`src/rtl/mem_write_arbiter_pkg.sv`:
```
// Shared types and widths for the renderer memory write arbiter.
// Source identifiers and the bus geometry of the memory controller.
package mem_write_arbiter_pkg;

    localparam int MEM_ADDR_WIDTH = 27;
    localparam int MEM_DATA_WIDTH = 128;
    localparam int MEM_CNT_WIDTH  = 16;

    typedef enum logic {
        MEM_SRC_FB  = 1'b0,
        MEM_SRC_BVH = 1'b1
    } mem_src_t;

    function automatic mem_src_t other_src(
        input mem_src_t s
    );
        return (s == MEM_SRC_FB) ? MEM_SRC_BVH
                                 : MEM_SRC_FB;
    endfunction

endpackage

```
`src/rtl/mem_write_arbiter_if.sv`:
```
// Valid/ready write request bundle for the memory write path.
// Sources carry no tag; the controller link adds the source id.
interface mem_write_arbiter_if
    import mem_write_arbiter_pkg::*;
#(
    parameter int ADDR_W = MEM_ADDR_WIDTH,
    parameter int DATA_W = MEM_DATA_WIDTH
);

    logic                  valid;
    logic                  ready;
    logic [ADDR_W-1:0]     addr;
    logic [DATA_W-1:0]     data;
    logic [DATA_W/8-1:0]   mask;
    mem_src_t              src;

    modport master (
        output valid,
        output addr,
        output data,
        output mask,
        output src,
        input  ready
    );

    modport slave (
        input  valid,
        input  addr,
        input  data,
        input  mask,
        output ready
    );

endinterface

```
`src/rtl/mem_write_arbiter_fifo.sv`:
```
// Synchronous FIFO with registered full/empty flags.
// A push while full is dropped, even if a pop happens the same cycle.
module mem_wr_fifo #(
    parameter int WIDTH = 8,
    parameter int DEPTH = 8
) (
    input  logic             clk,
    input  logic             resetn,
    input  logic             push,
    input  logic [WIDTH-1:0] wdata,
    output logic             full,
    input  logic             pop,
    output logic [WIDTH-1:0] rdata,
    output logic             empty
);

    localparam int AW = $clog2(DEPTH);
    localparam logic [AW:0] FULL_CNT = (AW+1)'(DEPTH);

    logic [WIDTH-1:0] mem [DEPTH];
    logic [AW-1:0]    wr_ptr;
    logic [AW-1:0]    rd_ptr;
    logic [AW:0]      cnt;
    logic [AW:0]      cnt_nxt;
    logic             push_ok;
    logic             pop_ok;

    assign push_ok = push && !full;
    assign pop_ok  = pop && !empty;
    assign rdata   = mem[rd_ptr];

    always_comb begin
        cnt_nxt = cnt;
        unique case ({push_ok, pop_ok})
            2'b10:   cnt_nxt = cnt + 1'b1;
            2'b01:   cnt_nxt = cnt - 1'b1;
            default: cnt_nxt = cnt;
        endcase
    end

    always_ff @(posedge clk or negedge resetn) begin
        if (!resetn) begin
            wr_ptr <= '0;
            rd_ptr <= '0;
            cnt    <= '0;
            full   <= 1'b0;
            empty  <= 1'b1;
        end else begin
            if (push_ok) begin
                wr_ptr <= wr_ptr + 1'b1;
            end
            if (pop_ok) begin
                rd_ptr <= rd_ptr + 1'b1;
            end
            cnt   <= cnt_nxt;
            full  <= (cnt_nxt == FULL_CNT);
            empty <= (cnt_nxt == '0);
        end
    end

    // Storage is not reset; the pointers alone define validity.
    always_ff @(posedge clk) begin
        if (push_ok) begin
            mem[wr_ptr] <= wdata;
        end
    end

endmodule

```
`src/rtl/mem_write_arbiter.sv`:
```
// Merges framebuffer and BVH write streams onto one controller port.
// BVH wins while its load is in progress; round-robin afterwards.
module mem_write_arbiter
    import mem_write_arbiter_pkg::*;
#(
    parameter int ADDR_W     = MEM_ADDR_WIDTH,
    parameter int DATA_W     = MEM_DATA_WIDTH,
    parameter int FIFO_DEPTH = 8
) (
    input  logic                     clk,
    input  logic                     resetn,
    input  logic                     bvh_init_done,
    mem_write_arbiter_if.slave       fb,
    mem_write_arbiter_if.slave       bvh,
    mem_write_arbiter_if.master      m,
    output logic [MEM_CNT_WIDTH-1:0] fb_count,
    output logic [MEM_CNT_WIDTH-1:0] bvh_count
);

    localparam int MASK_W = DATA_W / 8;
    localparam int PAY_W  = ADDR_W + DATA_W + MASK_W;

    logic             fb_full;
    logic             fb_empty;
    logic             fb_pop;
    logic [PAY_W-1:0] fb_rdata;
    logic             bvh_full;
    logic             bvh_empty;
    logic             bvh_pop;
    logic [PAY_W-1:0] bvh_rdata;

    logic             load;
    mem_src_t         sel;
    logic [PAY_W-1:0] sel_pay;

    logic             m_valid_q;
    logic [PAY_W-1:0] m_pay_q;
    mem_src_t         m_src_q;
    mem_src_t         rr_ptr;

    mem_wr_fifo #(
        .WIDTH (PAY_W),
        .DEPTH (FIFO_DEPTH)
    ) u_fb_fifo (
        .clk    (clk),
        .resetn (resetn),
        .push   (fb.valid),
        .wdata  ({fb.addr, fb.data, fb.mask}),
        .full   (fb_full),
        .pop    (fb_pop),
        .rdata  (fb_rdata),
        .empty  (fb_empty)
    );

    mem_wr_fifo #(
        .WIDTH (PAY_W),
        .DEPTH (FIFO_DEPTH)
    ) u_bvh_fifo (
        .clk    (clk),
        .resetn (resetn),
        .push   (bvh.valid),
        .wdata  ({bvh.addr, bvh.data, bvh.mask}),
        .full   (bvh_full),
        .pop    (bvh_pop),
        .rdata  (bvh_rdata),
        .empty  (bvh_empty)
    );

    assign fb.ready  = !fb_full;
    assign bvh.ready = !bvh_full;

    assign load = (!m_valid_q || m.ready)
               && (!fb_empty || !bvh_empty);

    // rr_ptr names the source preferred at the next contested grant.
    always_comb begin
        sel = MEM_SRC_FB;
        unique case ({!fb_empty, !bvh_empty})
            2'b10:   sel = MEM_SRC_FB;
            2'b01:   sel = MEM_SRC_BVH;
            2'b11:   sel = bvh_init_done ? rr_ptr
                                         : MEM_SRC_BVH;
            default: sel = MEM_SRC_FB;
        endcase
    end

    assign sel_pay = (sel == MEM_SRC_BVH) ? bvh_rdata
                                          : fb_rdata;
    assign fb_pop  = load && (sel == MEM_SRC_FB);
    assign bvh_pop = load && (sel == MEM_SRC_BVH);

    always_ff @(posedge clk or negedge resetn) begin
        if (!resetn) begin
            m_valid_q <= 1'b0;
            m_pay_q   <= '0;
            m_src_q   <= MEM_SRC_FB;
            rr_ptr    <= MEM_SRC_FB;
            fb_count  <= '0;
            bvh_count <= '0;
        end else if (load) begin
            m_valid_q <= 1'b1;
            m_pay_q   <= sel_pay;
            m_src_q   <= sel;
            rr_ptr    <= other_src(sel);
            if (sel == MEM_SRC_BVH) begin
                bvh_count <= bvh_count + 1'b1;
            end else begin
                fb_count <= fb_count + 1'b1;
            end
        end else if (m.ready) begin
            m_valid_q <= 1'b0;
        end
    end

    assign m.valid = m_valid_q;
    assign m.addr  = m_pay_q[PAY_W-1 -: ADDR_W];
    assign m.data  = m_pay_q[MASK_W +: DATA_W];
    assign m.mask  = m_pay_q[MASK_W-1:0];
    assign m.src   = m_src_q;

endmodule
```
`src/flat_wrapper.sv`:
```
// flat-port wrapper written by rule: the top's interface ports become plain ports
module mem_write_arbiter_flat import mem_write_arbiter_pkg::*;
#(
    parameter int ADDR_W     = MEM_ADDR_WIDTH,
    parameter int DATA_W     = MEM_DATA_WIDTH,
    parameter int FIFO_DEPTH = 8
)
  (clk, resetn, bvh_init_done, fb_count, bvh_count, fb_valid, fb_addr, fb_data, fb_mask, fb_ready, bvh_valid, bvh_addr, bvh_data, bvh_mask, bvh_ready, m_valid, m_addr, m_data, m_mask, m_src, m_ready);
  mem_write_arbiter_if #(.ADDR_W(ADDR_W), .DATA_W(DATA_W)) fb_i ();
  mem_write_arbiter_if #(.ADDR_W(ADDR_W), .DATA_W(DATA_W)) bvh_i ();
  mem_write_arbiter_if #(.ADDR_W(ADDR_W), .DATA_W(DATA_W)) m_i ();
  input  logic clk;
  input  logic resetn;
  input  logic bvh_init_done;
  output logic [MEM_CNT_WIDTH-1:0] fb_count;
  output logic [MEM_CNT_WIDTH-1:0] bvh_count;
  input wire logic [$bits(fb_i.valid)-1:0] fb_valid;
  input wire logic [$bits(fb_i.addr)-1:0] fb_addr;
  input wire logic [$bits(fb_i.data)-1:0] fb_data;
  input wire logic [$bits(fb_i.mask)-1:0] fb_mask;
  output wire logic [$bits(fb_i.ready)-1:0] fb_ready;
  input wire logic [$bits(bvh_i.valid)-1:0] bvh_valid;
  input wire logic [$bits(bvh_i.addr)-1:0] bvh_addr;
  input wire logic [$bits(bvh_i.data)-1:0] bvh_data;
  input wire logic [$bits(bvh_i.mask)-1:0] bvh_mask;
  output wire logic [$bits(bvh_i.ready)-1:0] bvh_ready;
  output wire logic [$bits(m_i.valid)-1:0] m_valid;
  output wire logic [$bits(m_i.addr)-1:0] m_addr;
  output wire logic [$bits(m_i.data)-1:0] m_data;
  output wire logic [$bits(m_i.mask)-1:0] m_mask;
  output wire logic [$bits(m_i.src)-1:0] m_src;
  input wire logic [$bits(m_i.ready)-1:0] m_ready;
  assign fb_i.valid = fb_valid;
  assign fb_i.addr = fb_addr;
  assign fb_i.data = fb_data;
  assign fb_i.mask = fb_mask;
  assign fb_ready = fb_i.ready;
  assign bvh_i.valid = bvh_valid;
  assign bvh_i.addr = bvh_addr;
  assign bvh_i.data = bvh_data;
  assign bvh_i.mask = bvh_mask;
  assign bvh_ready = bvh_i.ready;
  assign m_valid = m_i.valid;
  assign m_addr = m_i.addr;
  assign m_data = m_i.data;
  assign m_mask = m_i.mask;
  assign m_src = m_i.src;
  assign m_i.ready = m_ready;
  mem_write_arbiter #(.ADDR_W(ADDR_W), .DATA_W(DATA_W), .FIFO_DEPTH(FIFO_DEPTH)) u_core (.clk(clk), .resetn(resetn), .bvh_init_done(bvh_init_done), .fb(fb_i), .bvh(bvh_i), .m(m_i), .fb_count(fb_count), .bvh_count(bvh_count));
endmodule
```
`config.mk`:
```
export PLATFORM = sky130hd
export DESIGN_NAME = mem_write_arbiter_flat
export DESIGN_NICKNAME = d
export VERILOG_FILES = /design/src/rtl/mem_write_arbiter_pkg.sv /design/src/rtl/mem_write_arbiter_if.sv /design/src/rtl/mem_write_arbiter_fifo.sv /design/src/rtl/mem_write_arbiter.sv /design/src/flat_wrapper.sv
export SDC_FILE = /design/constraint.sdc
export NUM_CORES = 2
export LEC_CHECK = 0
export BUFFER_PORTS_ARGS = -buffer_cell sky130_fd_sc_hd__buf_2
export CORE_ASPECT_RATIO = 0.5
export CORE_UTILIZATION = 45
export DETAILED_ROUTE_END_ITERATION = 12
export GPL_TIMING_DRIVEN = 1
export PLACE_DENSITY = 0.7
export SKIP_LAST_GASP = 1
export SLEW_MARGIN = 25
export SYNTH_ARGS = -nofsm -noshare
export SYNTH_HDL_FRONTEND = slang
export SYNTH_SLANG_ARGS = --single-unit
```
`constraint.sdc`:
```
create_clock -name clk -period 15.45 [get_ports clk]
set_clock_uncertainty 0.15 [all_clocks]
set_input_delay 0.7725 -clock clk [delete_from_list [all_inputs] [get_ports clk]]
set_output_delay 0.7725 -clock clk [all_outputs]
set_load 0.01 [all_outputs]
```
# [Yosys cells after proc, flatten, opt, wreduce, memory -nomap -nowiden]
# Memories as Yosys holds them, arrays and structs flattened.
# Index checks and enable logic that the tools add are counted.
# Widths: inputs -> output; s select.
[classes] n_addsub=10 n_eq_ne=8 n_mux=12 bitwise=1 reduce_logical=19
[op_table] cell="$mux 171" n=1
[op_table] cell="$add 16x1->16 const B" n=2
[op_table] cell="$pmux 4 s2" n=2
[op_table] cell="$add 3x1->3 const B" n=4
[op_table] cell="$add 4x1->4 const B" n=2
[op_table] cell="$eq 4x4->1 const B" n=2
[op_table] cell="$logic_not 4->1" n=2
[op_table] cell="$mux 1" n=8
[op_table] cell="$sub 4x1->4 const B" n=2
[op_table] cell="$logic_and 1x1->1" n=7
[op_table] cell="$eq 2x1->1 const B" n=3
[op_table] cell="$eq 2x2->1 const B" n=3
[op_table] cell="$logic_not 1->1" n=5
[op_table] cell="$reduce_and 2->1" n=2
[op_table] cell="$logic_or 1x1->1" n=2
[op_table] cell="$pmux 1 s2" n=1
[op_table] cell="$reduce_bool 2->1" n=1
[op_table] cell="$not 1->1" n=1
[word_totals] register_bits=230 ramBits=2736 in_bits=348 output_inout_bits=207 elab_cells=68 n_memories=2
[mem_list] memory="u_core.u_bvh_fifo.mem" depth=8 word_bits=171 read_ports=1 rd_ports_with_merged_regs=0 write_ports=1 line_no="mem_write_arbiter_fifo.sv:20" source="logic [WIDTH-1:0] mem [DEPTH];"
[mem_list] memory="u_core.u_fb_fifo.mem" depth=8 word_bits=171 read_ports=1 rd_ports_with_merged_regs=0 write_ports=1 line_no="mem_write_arbiter_fifo.sv:20"

# [Longest topological paths before layout]
[depth] ltp_word=9 ltp_mapped=13 ltp_nobuf=9

# [Modules after synthesis]
# A second synthesis with hierarchy kept.
[hier_totals] cells_unflattened=4802 area_unflattened_um2=112634.3
[modules_own_cells] module="mem_wr_fifo (u_core.u_fb_fifo)" instances=1 cells_each=2042 area_each_um2=52013.6 seq_area_each_um2=41380.9
[modules_own_cells] module="mem_wr_fifo (u_core.u_bvh_fifo)" instances=1 cells_each=2042 area_each_um2=52012.4 seq_area_each_um2=41380.9
[modules_own_cells] module="mem_write_arbiter" instances=1 cells_each=718 area_each_um2=8608.3 seq_area_each_um2=5154.9

# [Least setup slack after synthesis]
# OpenSTA, ideal clock, no wires.
[synth_path] path_type="input port to flip-flop" from="input fb_valid" to="memory u_core.u_fb_fifo.mem[0][0] (netlist name), enable pin" setup_time_ps=911 arrival_ps=12905 required_time_ps=14389 path_slack_ps=1484 path_stages=3 path_buffers=0 cell_sequence="nor2b_1 -> nand2b_1 -> nor3_1"
[synth_via] elab_chain_cells=3
[synth_rtl] element="start: declaration" line_no="flat_wrapper.sv:17" source="input wire logic [$bits(fb_i.valid)-1:0] fb_valid;"
[synth_rtl] element="$logic_and 1x1->1" line_no="mem_write_arbiter_fifo.sv:28" source="assign push_ok = push && !full;"
[synth_rtl] element="$mux 1" line_no="mem_write_arbiter_fifo.sv:63" source="if (push_ok) begin"
[synth_rtl] element="$mux 1 (not written as such)" line_no="mem_write_arbiter_fifo.sv:64" source="mem[wr_ptr] <= wdata;"
[synth_rtl] element="end: declaration" line_no="mem_write_arbiter_fifo.sv:20"
# Every way passes these cells.

# [Worst setup path in the final report]
[layout_path] from="register u_core.u_fb_fifo.rd_ptr[0]" to="register u_core.m_pay_q[75]"
[layout_via] elab_chain_cells=2
[layout_rtl] element="start: declaration" line_no="mem_write_arbiter_fifo.sv:22" source="logic [AW-1:0] rd_ptr;"
[layout_rtl] element="start signal: assignment" line_no="mem_write_arbiter_fifo.sv:53" source="rd_ptr <= rd_ptr + 1'b1;"
[layout_rtl] element="$mem_v2 8x171"
[layout_rtl] element="$mux 171" line_no="mem_write_arbiter.sv:87" source="assign sel_pay = (sel == MEM_SRC_BVH) ? bvh_rdata"
[layout_rtl] element="end signal: assignment" line_no="mem_write_arbiter.sv:102" source="m_pay_q <= sel_pay;"
[layout_rtl] element="end: declaration" line_no="mem_write_arbiter.sv:37" source="logic [PAY_W-1:0] m_pay_q;"
# Every way passes these cells.
# A chain may end at the register's enable or synchronous reset.

==> summary.md <==
| Metric | Value |
|---|---|
| R2R setup slack | `10700 ps` |
| Post-synth top area cell | `edfxtp_1` |
| Clock Path Buffers | `4` |
| Number of global-route vias before repair | `between 50000 and 60000` |
| Pwr Density | `around 190 nW/um2` |
| Final #Nets | `5999` |
| Share of the synthesized area in the top cell type | `about 74%` |
| Worst Setup Slack post-DPL | `10270 ps` |
| Fillers | `18600` |
| Setup violations, final | `0` |
| Netlist cell types | `48` |
| Vias | `roughly 53000` |
| First-pass GRT wire length | `386 mm` |
| Crit path DAT | `about 5200 ps` |
| DRT Wirelength | `268 mm` |
| Commonest cells post-synth | `edfxtp_1, mux4_2, mux2i_1, dfrtp_1, nor2_1` |
| Core area | `roughly 250000 um2` |
| Worst Tran Pin Value | `1360 ps` |
| Max VDD drop | `0.202 mV` |
| Cells after Synth | `approximately 5000` |
| Num CTS Buffers | `around 270` |
| Mapped Area | `around 110000 um2` |
| Mapped Nets | `5327` |
| Total clock sinks | `2966` |
| Unrepaired setup endpoints after global routing | `false` |
| Clk slew on worst S/H paths | `60 ps` |
| # DRC | `0` |
| IO Port Bufs | `554` |
| I/O Pins | `555` |
| Share of cells above drive strength 1 | `30.0%` |
| Number of setup buffers added after CTS | `0` |
| Antenna-violating nets left | `0` |
| Worst Setup End Kind | `flip-flop` |
| Mapped Avg Cell Area | `22.5 um2` |
| First drt pass iteration count | `5` |
| Initial antenna violation count | `153` |
| Total Routing Usage GR | `21.1%` |
| Worst-skew pair later-pin latency | `810 ps` |
| Post-CTS sizing | `0` |
| Post-synth EDFFs | `2736` |
| DPL Wire Length | `approximately 160 mm` |
| Footprint of the multi-input gates | `about 23000 um2` |
| Die area | `250000 um2` |
| Post-synth ARST share | `about 7.8%` |
| Worst min-delay path class | `in -> reg` |
| CTS tree | `built` |
| Relative slew slack | `roughly 9%` |
| Status | `finished, final reports clean` |
| Slew Limit Fails | `0` |
| Drt wl/cell | `approximately 29 um` |
| Max-Cap Viols | `0` |
| DIE WIDTH | `706 um` |
| Layout area overhead | `14.1%` |
| Gr ovfl total | `0` |
| WS Path Type | `reg -> reg` |
| Routed vias/inst | `between 5 and 6` |
| H-tree depth | `5` |
| Pin count of the biggest net entering global routing | `134` |
| Period minus WS final | `4750 ps` |
| TNS Setup | `0 ps` |
| Number of synthesized register bits | `around 3000` |
| Critical Path RT | `15930 ps` |
| Crit path launch type | `flip-flop` |
| Pleak | `around 0.042 uW` |
| Ys Warns | `0` |
| Die height | `354 um` |
| Final Hold Fails | `0` |
| CTS root buf | `clkbuf_16` |
| Seq. cell area | `about 90000 um2` |
| Top cells by area, synth | `edfxtp_1, mux4_2, dfrtp_1` |
| Starting DRT DRC Count | `5342` |
| Initial Util | `45.6%` |
| Count leader, synth | `edfxtp_1` |
| Fin util | `between 50% and 60%` |
| Max frequency | `0.211 GHz` |
| Crit Path Max Fanout | `87` |
| Crit share post-route | `approximately 31%` |
| RePlAce Congestion | `0.772` |
| Rows | `128` |
| Worst setup margin | `10700 ps` |
| Sequential fraction of the synthesis area | `78.8%` |
| Hold buffers post-CTS | `2` |
| Predominant post-synthesis flop cell | `edfxtp_1` |
[kinds of logic after synthesis]
kind of cell,share of synthesized area (%)
AO/OA/AOI/OAI,1.70
XOR/XNOR,0.306
adder cells (fa/ha/maj),0.112
buffers and inverters,1.02
flip-flops,78.8
multiplexers,16.9
AND/OR/NAND/NOR,1.21
[layout make-up]
class | count | share of cell area, %
antenna | 42 | 0.0825
clock buffer | 354 | 5.89
clock inverter | 136 | 1.00
inverter | 13 | 0.0383
multi-input combinational | 1735 | 17.8
sequential | 2966 | 69.0
tap | 3250 | 3.19
timing repair buffer | 651 | 2.91
[registers in the layout, summed over array words and instances (netlist names), 3 cells and up]
signal                    cells
u_core.u_bvh_fifo.wr_ptr      3
u_core.u_bvh_fifo.cnt         4
u_core.m_pay_q              171
u_core.u_bvh_fifo.mem      1368
u_core.u_fb_fifo.rd_ptr       3
u_core.u_bvh_fifo.rd_ptr      3
u_core.u_fb_fifo.cnt          4
u_core.fb_count              16
u_core.u_fb_fifo.mem       1368
u_core.bvh_count             16
u_core.u_fb_fifo.wr_ptr       3
[layer usage]
layer / GRT usage (%) / wire (um) / vias up
met5: 0 / 250 / -
met4: 7.48 / 8520 / 42
met3: 3.57 / 16800 / 552
met2: 36.6 / 140000 / 2086
met1: 27.2 / 103000 / 28600
li1: - / - / 22100
[power by group]
group | leakage, uW | switching [uW] | internal [uW]
Sequential | 0.0277 | 653 | 10200
Clock | 0.00431 | 2850 | 3830
Combinational | 0.0102 | 3410 | 2720
[through the flow]
stage               cells  total power, uW  area, um2  hold slack, ps
floorplan            4969            15400     112000             327
global placement     8612            17100     118000             304
detailed placement   8612            17300     118000             305
CTS                  9104            23900     127000           0.788
global route         9140            24600     127000            19.8
finish               9147            23700     127000            68.8
[critical path, cell delays in order, from the launching register on]
cell     delay [ps]
dfrtp_4        1000
buf_12          610
buf_4           770
buf_4           820
mux4_2          600
mux2i_1         150
nor2_1           60
a21oi_1         170
o21ai_0         100
[placed cells by master (no fill, tap or decap), types with 10 or more instances in the layout]
master / synthesis / final
a21oi_1: 157 / 157
buf_12: 0 / 12
buf_2: 91 / 553
buf_4: 0 / 75
bufinv_16: 0 / 23
clkbuf_1: 132 / 57
clkbuf_16: 0 / 284
clkbuf_8: 0 / 13
clkinv_1: 0 / 47
clkinv_2: 0 / 45
dfrtp_1: 228 / 222
diode_2: 0 / 42
edfxtp_1: 2736 / 2736
ha_1: 10 / 10
inv_1: 11 / 11
inv_6: 0 / 13
mux2i_1: 343 / 343
mux4_2: 684 / 684
nand2_1: 70 / 70
nand3_1: 12 / 12
nand4_1: 10 / 10
nor2_1: 168 / 156
nor2_4: 0 / 12
o21ai_0: 153 / 153
o221ai_1: 22 / 22
xnor2_1: 29 / 29
xor2_1: 10 / 10
[final timing paths]
| path | start | end | cells after the start |
|---|---|---|---|
| setup reg to reg | u_core.u_fb_fifo.rd_ptr[0]$_DFFE_PN0P_ | u_core.m_pay_q[75]$_DFFE_PN0N_ | 8 |
| hold reg to reg | u_core.bvh_count[15]$_DFFE_PN0N_ | u_core.bvh_count[15]$_DFFE_PN0N_ | 1 |
| setup / recovery | u_core.u_fb_fifo.rd_ptr[0]$_DFFE_PN0P_ | u_core.m_pay_q[75]$_DFFE_PN0N_ | 8 |
| min in group asynchronous | resetn | u_core.m_pay_q[17]$_DFFE_PN0N_ | 2 |
| hold / removal | bvh_data[5] | u_core.u_bvh_fifo.mem[0][21]$_DFFE_PP_ | 1 |
| max in group asynchronous | resetn | u_core.u_bvh_fifo.rd_ptr[0]$_DFFE_PN0P_ | 4 |
No activity file was read; power rests on OpenSTA's default activity.
